`src/rtl/uart_rx_gen.sv`:
```
// rtl/uart_rx_gen.sv - parametrised oversampling UART receiver with majority vote, error/break detection and output FIFO
module uart_rx_gen #(
  parameter int DATA_BITS  = 8,
  parameter int PARITY     = 0,
  parameter int STOP_BITS  = 1,
  parameter int OVERSAMPLE = 16,
  parameter int DIV_WIDTH  = 16,
  parameter int FIFO_DEPTH = 4
) (
  input  logic                 clk,
  input  logic                 reset,
  input  logic                 rx,
  input  logic [DIV_WIDTH-1:0] divider,
  output logic [DATA_BITS-1:0] data,
  output logic                 valid,
  input  logic                 ready,
  output logic                 parity_error,
  output logic                 framing_error,
  output logic                 overrun,
  output logic                 break_detect
);

  localparam int PW = $clog2(OVERSAMPLE);
  localparam int BW = $clog2(DATA_BITS);
  localparam int AW = $clog2(FIFO_DEPTH);
  localparam int EW = DATA_BITS + 2;
  localparam int M  = OVERSAMPLE / 2;
  localparam logic [PW-1:0] PH_SA   = PW'(M - 1);
  localparam logic [PW-1:0] PH_SB   = PW'(M);
  localparam logic [PW-1:0] PH_VOTE = PW'(M + 1);
  localparam logic [PW-1:0] PH_END  = PW'(OVERSAMPLE - 1);

  typedef enum logic [2:0] {
    S_IDLE, S_START, S_DATA, S_PARITY, S_STOP, S_BREAK_WAIT
  } state_t;

  state_t                 state;
  logic                   rx_m, rx_s;
  logic [DIV_WIDTH-1:0]   tick_cnt, div_q;
  logic                   tick;
  logic [PW-1:0]          phase;
  logic [BW-1:0]          bit_cnt;
  logic                   stop_cnt;
  logic [DATA_BITS-1:0]   shreg;
  logic                   s_a, s_b, vote_now;
  logic                   pe_acc, fe_acc, seen_one;
  logic                   fe_final, is_break;
  logic                   push;
  logic [EW-1:0]          push_word;
  logic [EW-1:0]          mem [FIFO_DEPTH];
  logic [AW:0]            wr_ptr, rd_ptr;
  logic                   empty, full, pop, do_push;
  logic [EW-1:0]          head;

  assign tick     = (tick_cnt == div_q);
  assign vote_now = (s_a & s_b) | (s_a & rx_s) | (s_b & rx_s);
  assign fe_final = fe_acc | ~vote_now;
  assign is_break = fe_final & ~(seen_one | vote_now);

  // Two-flop synchroniser; the line idles high so the chain resets to 1
  always_ff @(posedge clk) begin
    if (!reset) begin
      rx_m <= 1'b1;
      rx_s <= 1'b1;
    end else begin
      rx_m <= rx;
      rx_s <= rx_m;
    end
  end

  // Oversample tick; the divider is re-latched only at a wrap so a change never shortens a period
  always_ff @(posedge clk) begin
    if (!reset) begin
      tick_cnt <= '0;
      div_q    <= divider;
    end else if (tick) begin
      tick_cnt <= '0;
      div_q    <= divider;
    end else begin
      tick_cnt <= tick_cnt + DIV_WIDTH'(1);
    end
  end

  // Frame FSM: phase tracking, 3-sample vote, shift-in, error accumulation and commit
  always_ff @(posedge clk) begin
    if (!reset) begin
      state        <= S_IDLE;
      phase        <= '0;
      bit_cnt      <= '0;
      stop_cnt     <= 1'b0;
      shreg        <= '0;
      s_a          <= 1'b1;
      s_b          <= 1'b1;
      pe_acc       <= 1'b0;
      fe_acc       <= 1'b0;
      seen_one     <= 1'b0;
      push         <= 1'b0;
      push_word    <= '0;
      break_detect <= 1'b0;
    end else begin
      push         <= 1'b0;
      break_detect <= 1'b0;
      if (tick) begin
        if (state != S_IDLE) begin
          phase <= (phase == PH_END) ? '0 : phase + PW'(1);
          if (phase == PH_SA) s_a <= rx_s;
          if (phase == PH_SB) s_b <= rx_s;
        end
        case (state)
          S_IDLE: begin
            if (!rx_s) begin
              state <= S_START;
              phase <= '0;
            end
          end
          S_START: begin
            if (phase == PH_VOTE && vote_now) begin
              state <= S_IDLE;
            end else if (phase == PH_END) begin
              state    <= S_DATA;
              bit_cnt  <= '0;
              pe_acc   <= 1'b0;
              fe_acc   <= 1'b0;
              seen_one <= 1'b0;
            end
          end
          S_DATA: begin
            if (phase == PH_VOTE) begin
              shreg <= {vote_now, shreg[DATA_BITS-1:1]};
              if (vote_now) seen_one <= 1'b1;
            end
            if (phase == PH_END) begin
              bit_cnt <= bit_cnt + BW'(1);
              if (bit_cnt == BW'(DATA_BITS - 1)) begin
                state    <= (PARITY != 0) ? S_PARITY : S_STOP;
                stop_cnt <= 1'b0;
              end
            end
          end
          S_PARITY: begin
            if (phase == PH_VOTE) begin
              pe_acc <= (PARITY == 1) ? ~(^shreg ^ vote_now) : (^shreg ^ vote_now);
              if (vote_now) seen_one <= 1'b1;
            end
            if (phase == PH_END) begin
              state    <= S_STOP;
              stop_cnt <= 1'b0;
            end
          end
          S_STOP: begin
            // The last stop bit commits at its vote so a new start edge can be caught early
            if (phase == PH_VOTE) begin
              if (stop_cnt == 1'(STOP_BITS - 1)) begin
                if (is_break) begin
                  break_detect <= 1'b1;
                  state        <= S_BREAK_WAIT;
                end else begin
                  push      <= 1'b1;
                  push_word <= {shreg, pe_acc, fe_final};
                  state     <= S_IDLE;
                end
              end else begin
                fe_acc <= fe_final;
                if (vote_now) seen_one <= 1'b1;
              end
            end
            if (phase == PH_END) stop_cnt <= 1'b1;
          end
          S_BREAK_WAIT: begin
            if (rx_s) state <= S_IDLE;
          end
          default: state <= S_IDLE;
        endcase
      end
    end
  end

  assign empty   = (wr_ptr == rd_ptr);
  assign full    = (wr_ptr[AW] != rd_ptr[AW]) && (wr_ptr[AW-1:0] == rd_ptr[AW-1:0]);
  assign valid   = !empty;
  assign pop     = valid && ready;
  assign do_push = push && (!full || pop);

  // FIFO pointers and overrun pulse; a push into a full FIFO survives only if the head pops in the same cycle
  always_ff @(posedge clk) begin
    if (!reset) begin
      wr_ptr  <= '0;
      rd_ptr  <= '0;
      overrun <= 1'b0;
    end else begin
      overrun <= push && full && !pop;
      if (do_push) wr_ptr <= wr_ptr + (AW+1)'(1);
      if (pop)     rd_ptr <= rd_ptr + (AW+1)'(1);
    end
  end

  // FIFO storage; contents are masked at the outputs while empty so no reset is needed here
  always_ff @(posedge clk) begin
    if (do_push) mem[wr_ptr[AW-1:0]] <= push_word;
  end

  assign head          = mem[rd_ptr[AW-1:0]];
  assign data          = valid ? head[EW-1:2] : '0;
  assign parity_error  = valid & head[1];
  assign framing_error = valid & head[0];

endmodule
```
`config.mk`:
```
export PLATFORM = sky130hd
export DESIGN_NAME = uart_rx_gen
export DESIGN_NICKNAME = d
export VERILOG_FILES = /design/src/rtl/uart_rx_gen.sv
export SDC_FILE = /design/constraint.sdc
export NUM_CORES = 1
export LEC_CHECK = 0
export ABC_AREA = 1
export CORE_MARGIN = 2
export CORE_UTILIZATION = 40
export CTS_BUF_LIST = sky130_fd_sc_hd__clkbuf_16
export DETAILED_ROUTE_END_ITERATION = 16
export GPL_ROUTABILITY_DRIVEN = 0
export PLACE_DENSITY_LB_ADDON = 0.15
export SYNTH_ARGS = -nofsm -noshare
export SYNTH_HDL_FRONTEND = slang
export SYNTH_SLANG_ARGS = --single-unit
```
`constraint.sdc`:
```
create_clock -name clk -period 1.7 [get_ports clk]
set_input_delay 0.34 -clock clk [delete_from_list [all_inputs] [get_ports clk]]
set_output_delay 0.34 -clock clk [all_outputs]
set_load 0.02 [all_outputs]
```
; Word level (Yosys, flattened, before mapping)
; Memories as Yosys holds them, arrays and structs flattened. A register that Yosys moved wholly into a read port is not among the register bits.
; Cells that the tools add are included.
[word_totals]
reg_bits = 77
output_inout_bits = 13
n_memories = 1
elab_cells = 149
mem_bits_rw = 40
[memory_table]
columns = name, depth, word_bits, rd, rd_ports_with_merged_regs, write_ports, line
row1 = mem, 4, 10, 1, 1, 1, 50  ; logic [EW-1:0] mem [FIFO_DEPTH];
[classes]
reduce_logical = 31
mux = 44
n_eq_ne = 29
n_addsub = 5
bitwise_logic = 19
[op_table]
columns = op, n
row1 = 3-bit 2-to-1 mux, 13
row2 = 16-bit 2-to-1 mux, 2
row3 = 2-bit != test (second input constant), 12
row4 = 3-bit one-hot mux with 6 select lines, 1
row5 = 16-bit by 1-bit adder with 16-bit output (second input constant), 1
row6 = 16-bit equality test, 1
row7 = 1-bit 2-to-1 mux, 16
row8 = 4-bit 2-to-1 mux, 4
row9 = 5-bit AND reduction, 3
row10 = 4-bit equality test (second input constant), 3
row11 = 6-bit AND reduction, 2
row12 = 3-bit by 1-bit adder with 3-bit output (second input constant), 3
row13 = 3-bit equality test (second input constant), 3
row14 = 3-bit AND reduction, 3
row15 = 9-bit AND reduction, 1
row16 = 3-bit nonzero test, 3
row17 = 8-bit 2-to-1 mux, 1
row18 = 1-bit inverter, 8
row19 = 8-bit parity, 1
row20 = 7-bit AND reduction, 1
row21 = 1-bit bitwise AND, 6
row22 = 3-bit by 2-bit equality test with 1-bit output (second input constant), 2
row23 = 1-bit logical AND, 6
row24 = 1-bit one-hot mux with 3 select lines, 2
row25 = 19 further kinds, 30

; Longest topological paths before layout
[logic_depth]
ltp_word = 10
depth_mapped = 13
mapped_depth_nobuf = 13

; Worst setup path before layout
; No wires, ideal clock.
[synth_path]
path_type = register to register
start = register tick_cnt[7]
end = register div_q[0] (enable)
synth_period_minus_slack_ns = 1.722
path_stages_with_launch = 12
arrival_ns = 1.401
slack_ns = -0.022
required_ns = 1.378
path_buffers = 1
setup_ns = 0.322
cell_sequence = dfxtp_1 -> inv_2 -> nand2_1 -> nand2_1 -> nor2_2 -> nand2_2 -> nor2_4 -> nand2_4 -> inv_2 -> nor2_1 -> inv_2 -> buf_4
[synth_between]
elab_chain_cells = 2
[synth_rtl]
columns = element, line
row1 = from (decl), 39  ; logic [DIV_WIDTH-1:0] tick_cnt, div_q;
row2 = from (signal assigned), 80  ; tick_cnt <= tick_cnt + DIV_WIDTH'(1);
row3 = 16-bit equality test, 55  ; assign tick = (tick_cnt == div_q);
row4 = 2-bit by 1-bit != test with 1-bit output (no source line), --
row5 = to (signal assigned), 75  ; div_q <= divider;
row6 = to (signal assigned), 78  ; div_q <= divider;
row7 = to (decl), 39
; Every way passes these cells.
; A chain may end at the register's enable or synchronous reset.

==> flow_metrics.py <==
metrics = {
    "logic_synthesis": {
        "synth_ff_type": "dfxtp_1",
        "yosysTopAreaCell": "edfxtp_1",
        "yosysWarnings": 0,
        "synthCells": 671,
        "synth_area_per_cell_um2": 8.19,
        "synth_area_leaders": "edfxtp_1 (31%), dfxtp_1 (23%), nand2_1 (10%)",
        "ys_seq_elements": 119,
        "yosys.area.top_type_share_pct": 30.6,
        "ys_seq_area_share_pct": 53.6,
        "synth_edf_count": 56,
        "synth_area_mm2": 0.00549,
        "synth_cell_types": 34,
        "ys_async_sr_fraction_pct": 0,
        "synth_nets": 702,
    },
    "timing": {
        "finalHoldViolations": 0,
        "finalSetupTns_ns": -3.20,
        "rsz0062_at_grt": "true",
        "fmax_ghz": 0.528,
        "slew_violations": 0,
        "post-route-min-period_ns": 1.89,
        "setup_slack_ns": -0.193,
        "finalSetupViolCount": 41,
        "skew_ns": 0.00680,
        "worst_pin_slew_ns": 0.319,
        "hold_ws_ns": 0.413,
        "fin_crit_sh_pct": 111,
        "slew_headroom_pct": 78.7,
    },
    "grt": {
        "grt_antenna_before_repair": 0,
        "grt_pass1_wl_um": 20700,
        "overflow": 0,
        "grt_max_degree": 26,
        "grt_pass1_vias": 4401,
        "grt_usage_pct": 18.2,
    },
    "routing": {
        "first_iter_violations": 247,
        "met1_length_um": 5980,
        "post_drt_wl_per_cell_um": 13.3,
        "dr.max_layer_used": "met4",
        "wl_met2_um": 6500,
        "drt_pass1_iterations": 4,
        "wl_um": 13000,
        "post_drt_via_cell_ratio": 4.79,
        "ant_nets": 0,
        "wl_met3_um": 331,
        "drc": 0,
        "vias": 4700,
    },
    "worst_setup_path": {
        "worst-setup-path-type": "reg -> out",
        "cp.required_ns": 1.36,
        "path_cells": "inv_8, buf_12, nor2_2, o32ai_2, nand2_2, inv_2, buf_6",
        "critPathMaxStageDelay_ns": 0.37,
        "crit_fanout": 5,
        "cp_slowest_cell": "dfxtp_4",
        "cp-end-kind": "output port",
        "crit_buf_inv": 4,
        "cp_top_family": "flip-flops",
        "critPathArrivalTime_ns": 1.55,
        "startpoint_type": "flip-flop",
    },
    "floorplan": {
        "initial_core_util_pct": 41.2,
        "coreArea_mm2": 0.0133,
        "fp-row-count": 42,
        "die_area_mm2": 0.0147,
        "fp.dieW_um": 121,
        "die_h_um": 121,
        "ios": 33,
    },
    "cts": {
        "numCtsBuffers": 17,
        "clock-root-buffer": "clkbuf_16",
        "ctsLongestPathBuffers": 2,
        "htree_levels": 4,
        "holdBufCountCts": 0,
        "clk_latency_ns": 0.41,
        "clock-sinks": 119,
        "cts_tree": "done",
        "clk_pin_slew_worst_paths_ns": 0.05,
    },
    "status": {
        "status": "finished with violations",
        "violations": "setup timing",
    },
    "final_layout": {
        "syn_to_final_growth_pct": 46.1,
        "finalNetCount": 823,
        "diodes": 0,
        "stdcell_count": 981,
        "finalInstanceArea_mm2": 0.00803,
        "drive_gt1_share_pct": 35.3,
    },
    "placed_design": {
        "dp_hpwl_um": 8040,
        "postPlaceCellArea_mm2": 0.00643,
        "dp_cells": 918,
        "io_buffers": 32,
    },
    "run": {
        "drv_cap": 0,
    },
    "power_and_ir_drop": {
        "total_power_uw": 7550,
        "p_leak_uw": 0.00329,
        "ir_drop_v": 0.000776,
        "power_density_mw_per_mm2": 941,
    },
    "hold_path": {
        "hp-class": "reg -> reg",
    },
}
-- placed cells by master (no fill, tap or decap), types with 18 or more instances in the layout --
cell and n:
dfxtp_1 42, clkdlybuf4s50_1 19, edfxtp_1 56, nand2_2 26, nor2_1 85, a21oi_1 20
inv_2 25, o21ai_0 25, buf_6 30, clkbuf_16 18, nand2_1 122, nor2_2 18
nand3_1 23, inv_1 76, buf_4 52
-- cell families after synthesis --
logic type / synth area share [%]
AOI/OAI and AO/OA: 7.47
xor gates and xnor gates: 1.43
adders and majority gates: 2.51
buffers and inverters: 8.65
DFF: 53.6
and+or+nand+nor: 26.4
-- per-layer routing --
metal	vias to the layer above	global-route usage, %
li1	2406	-
met1	2209	23.3
met4	0	8.41
met2	68	29.2
met3	17	4.09
met5	-	0
-- synth_stat cells (2+ instances only) --
library cell and count:
nand2_2 2, nor3_1 14, a21oi_1 30, ha_1 11, nor2_1 112, inv_1 93
or2_2 2, o21ai_0 30, nand4_1 14, nand2_1 152, clkbuf_1 12, nor3b_1 2
buf_2 2, dfxtp_1 63, xor2_1 8, edfxtp_1 56, o32ai_1 10, nor2_4 2
nor2_2 3, nand3_1 31, inv_2 9
-- report_power, final --
group | switching, uW | internal [uW]
clock network | 1260 | 2270
registers | 51.2 | 3040
logic | 460 | 470
total | 1770 | 5780
-- worst paths after layout --
path	from	endpoint	slack, ns	cells after the start
setup / recovery	flip-flop	data[1]	-0.19	7
hold / removal	rx_m	rx_s	0.41	1
setup reg to reg	tick_cnt[1]	push_word[8]	-0.12	15
hold reg to reg	rx_m	rx_s	0.41	1
-- sequential cells by signal (all words and copies together), names as in the netlist, 3 cells and up, named ones only --
name,cells
bit_cnt,3
div_q,16
mem,40
phase,4
push_word,10
rd_ptr,3
shreg,8
state,3
tick_cnt,16
wr_ptr,3
-- what timing repair did --
action,in CTS,in global routing
endpoints found under the setup margin,66,123
gates resized for setup,150,134
pin swaps,23,50
cloned,9,4
buffers inserted,19,11
-- area by class of cell --
| class | instances | area (um^2) |
|---|---|---|
| Clock buffer | 17 | 425 |
| Clock inverter | 15 | 164 |
| Fill cell | 1137 | 5320 |
| Inverter | 102 | 398 |
| Multi-Input combinational cell | 433 | 2590 |
| Sequential cell | 119 | 2980 |
| Tap cell | 176 | 220 |
| Timing Repair Buffer | 119 | 1250 |
-- per-stage QoR --
step                      util (%)  worst slack [ns]
after CTS                     57.2            -0.203
after detailed placement      48.2            -0.359
final                         60.1            -0.193
after global placement        48.2            -0.280
after floorplan                  -           0.00282
after global routing          60.1            -0.271
(Power assumes the default switching activity.)
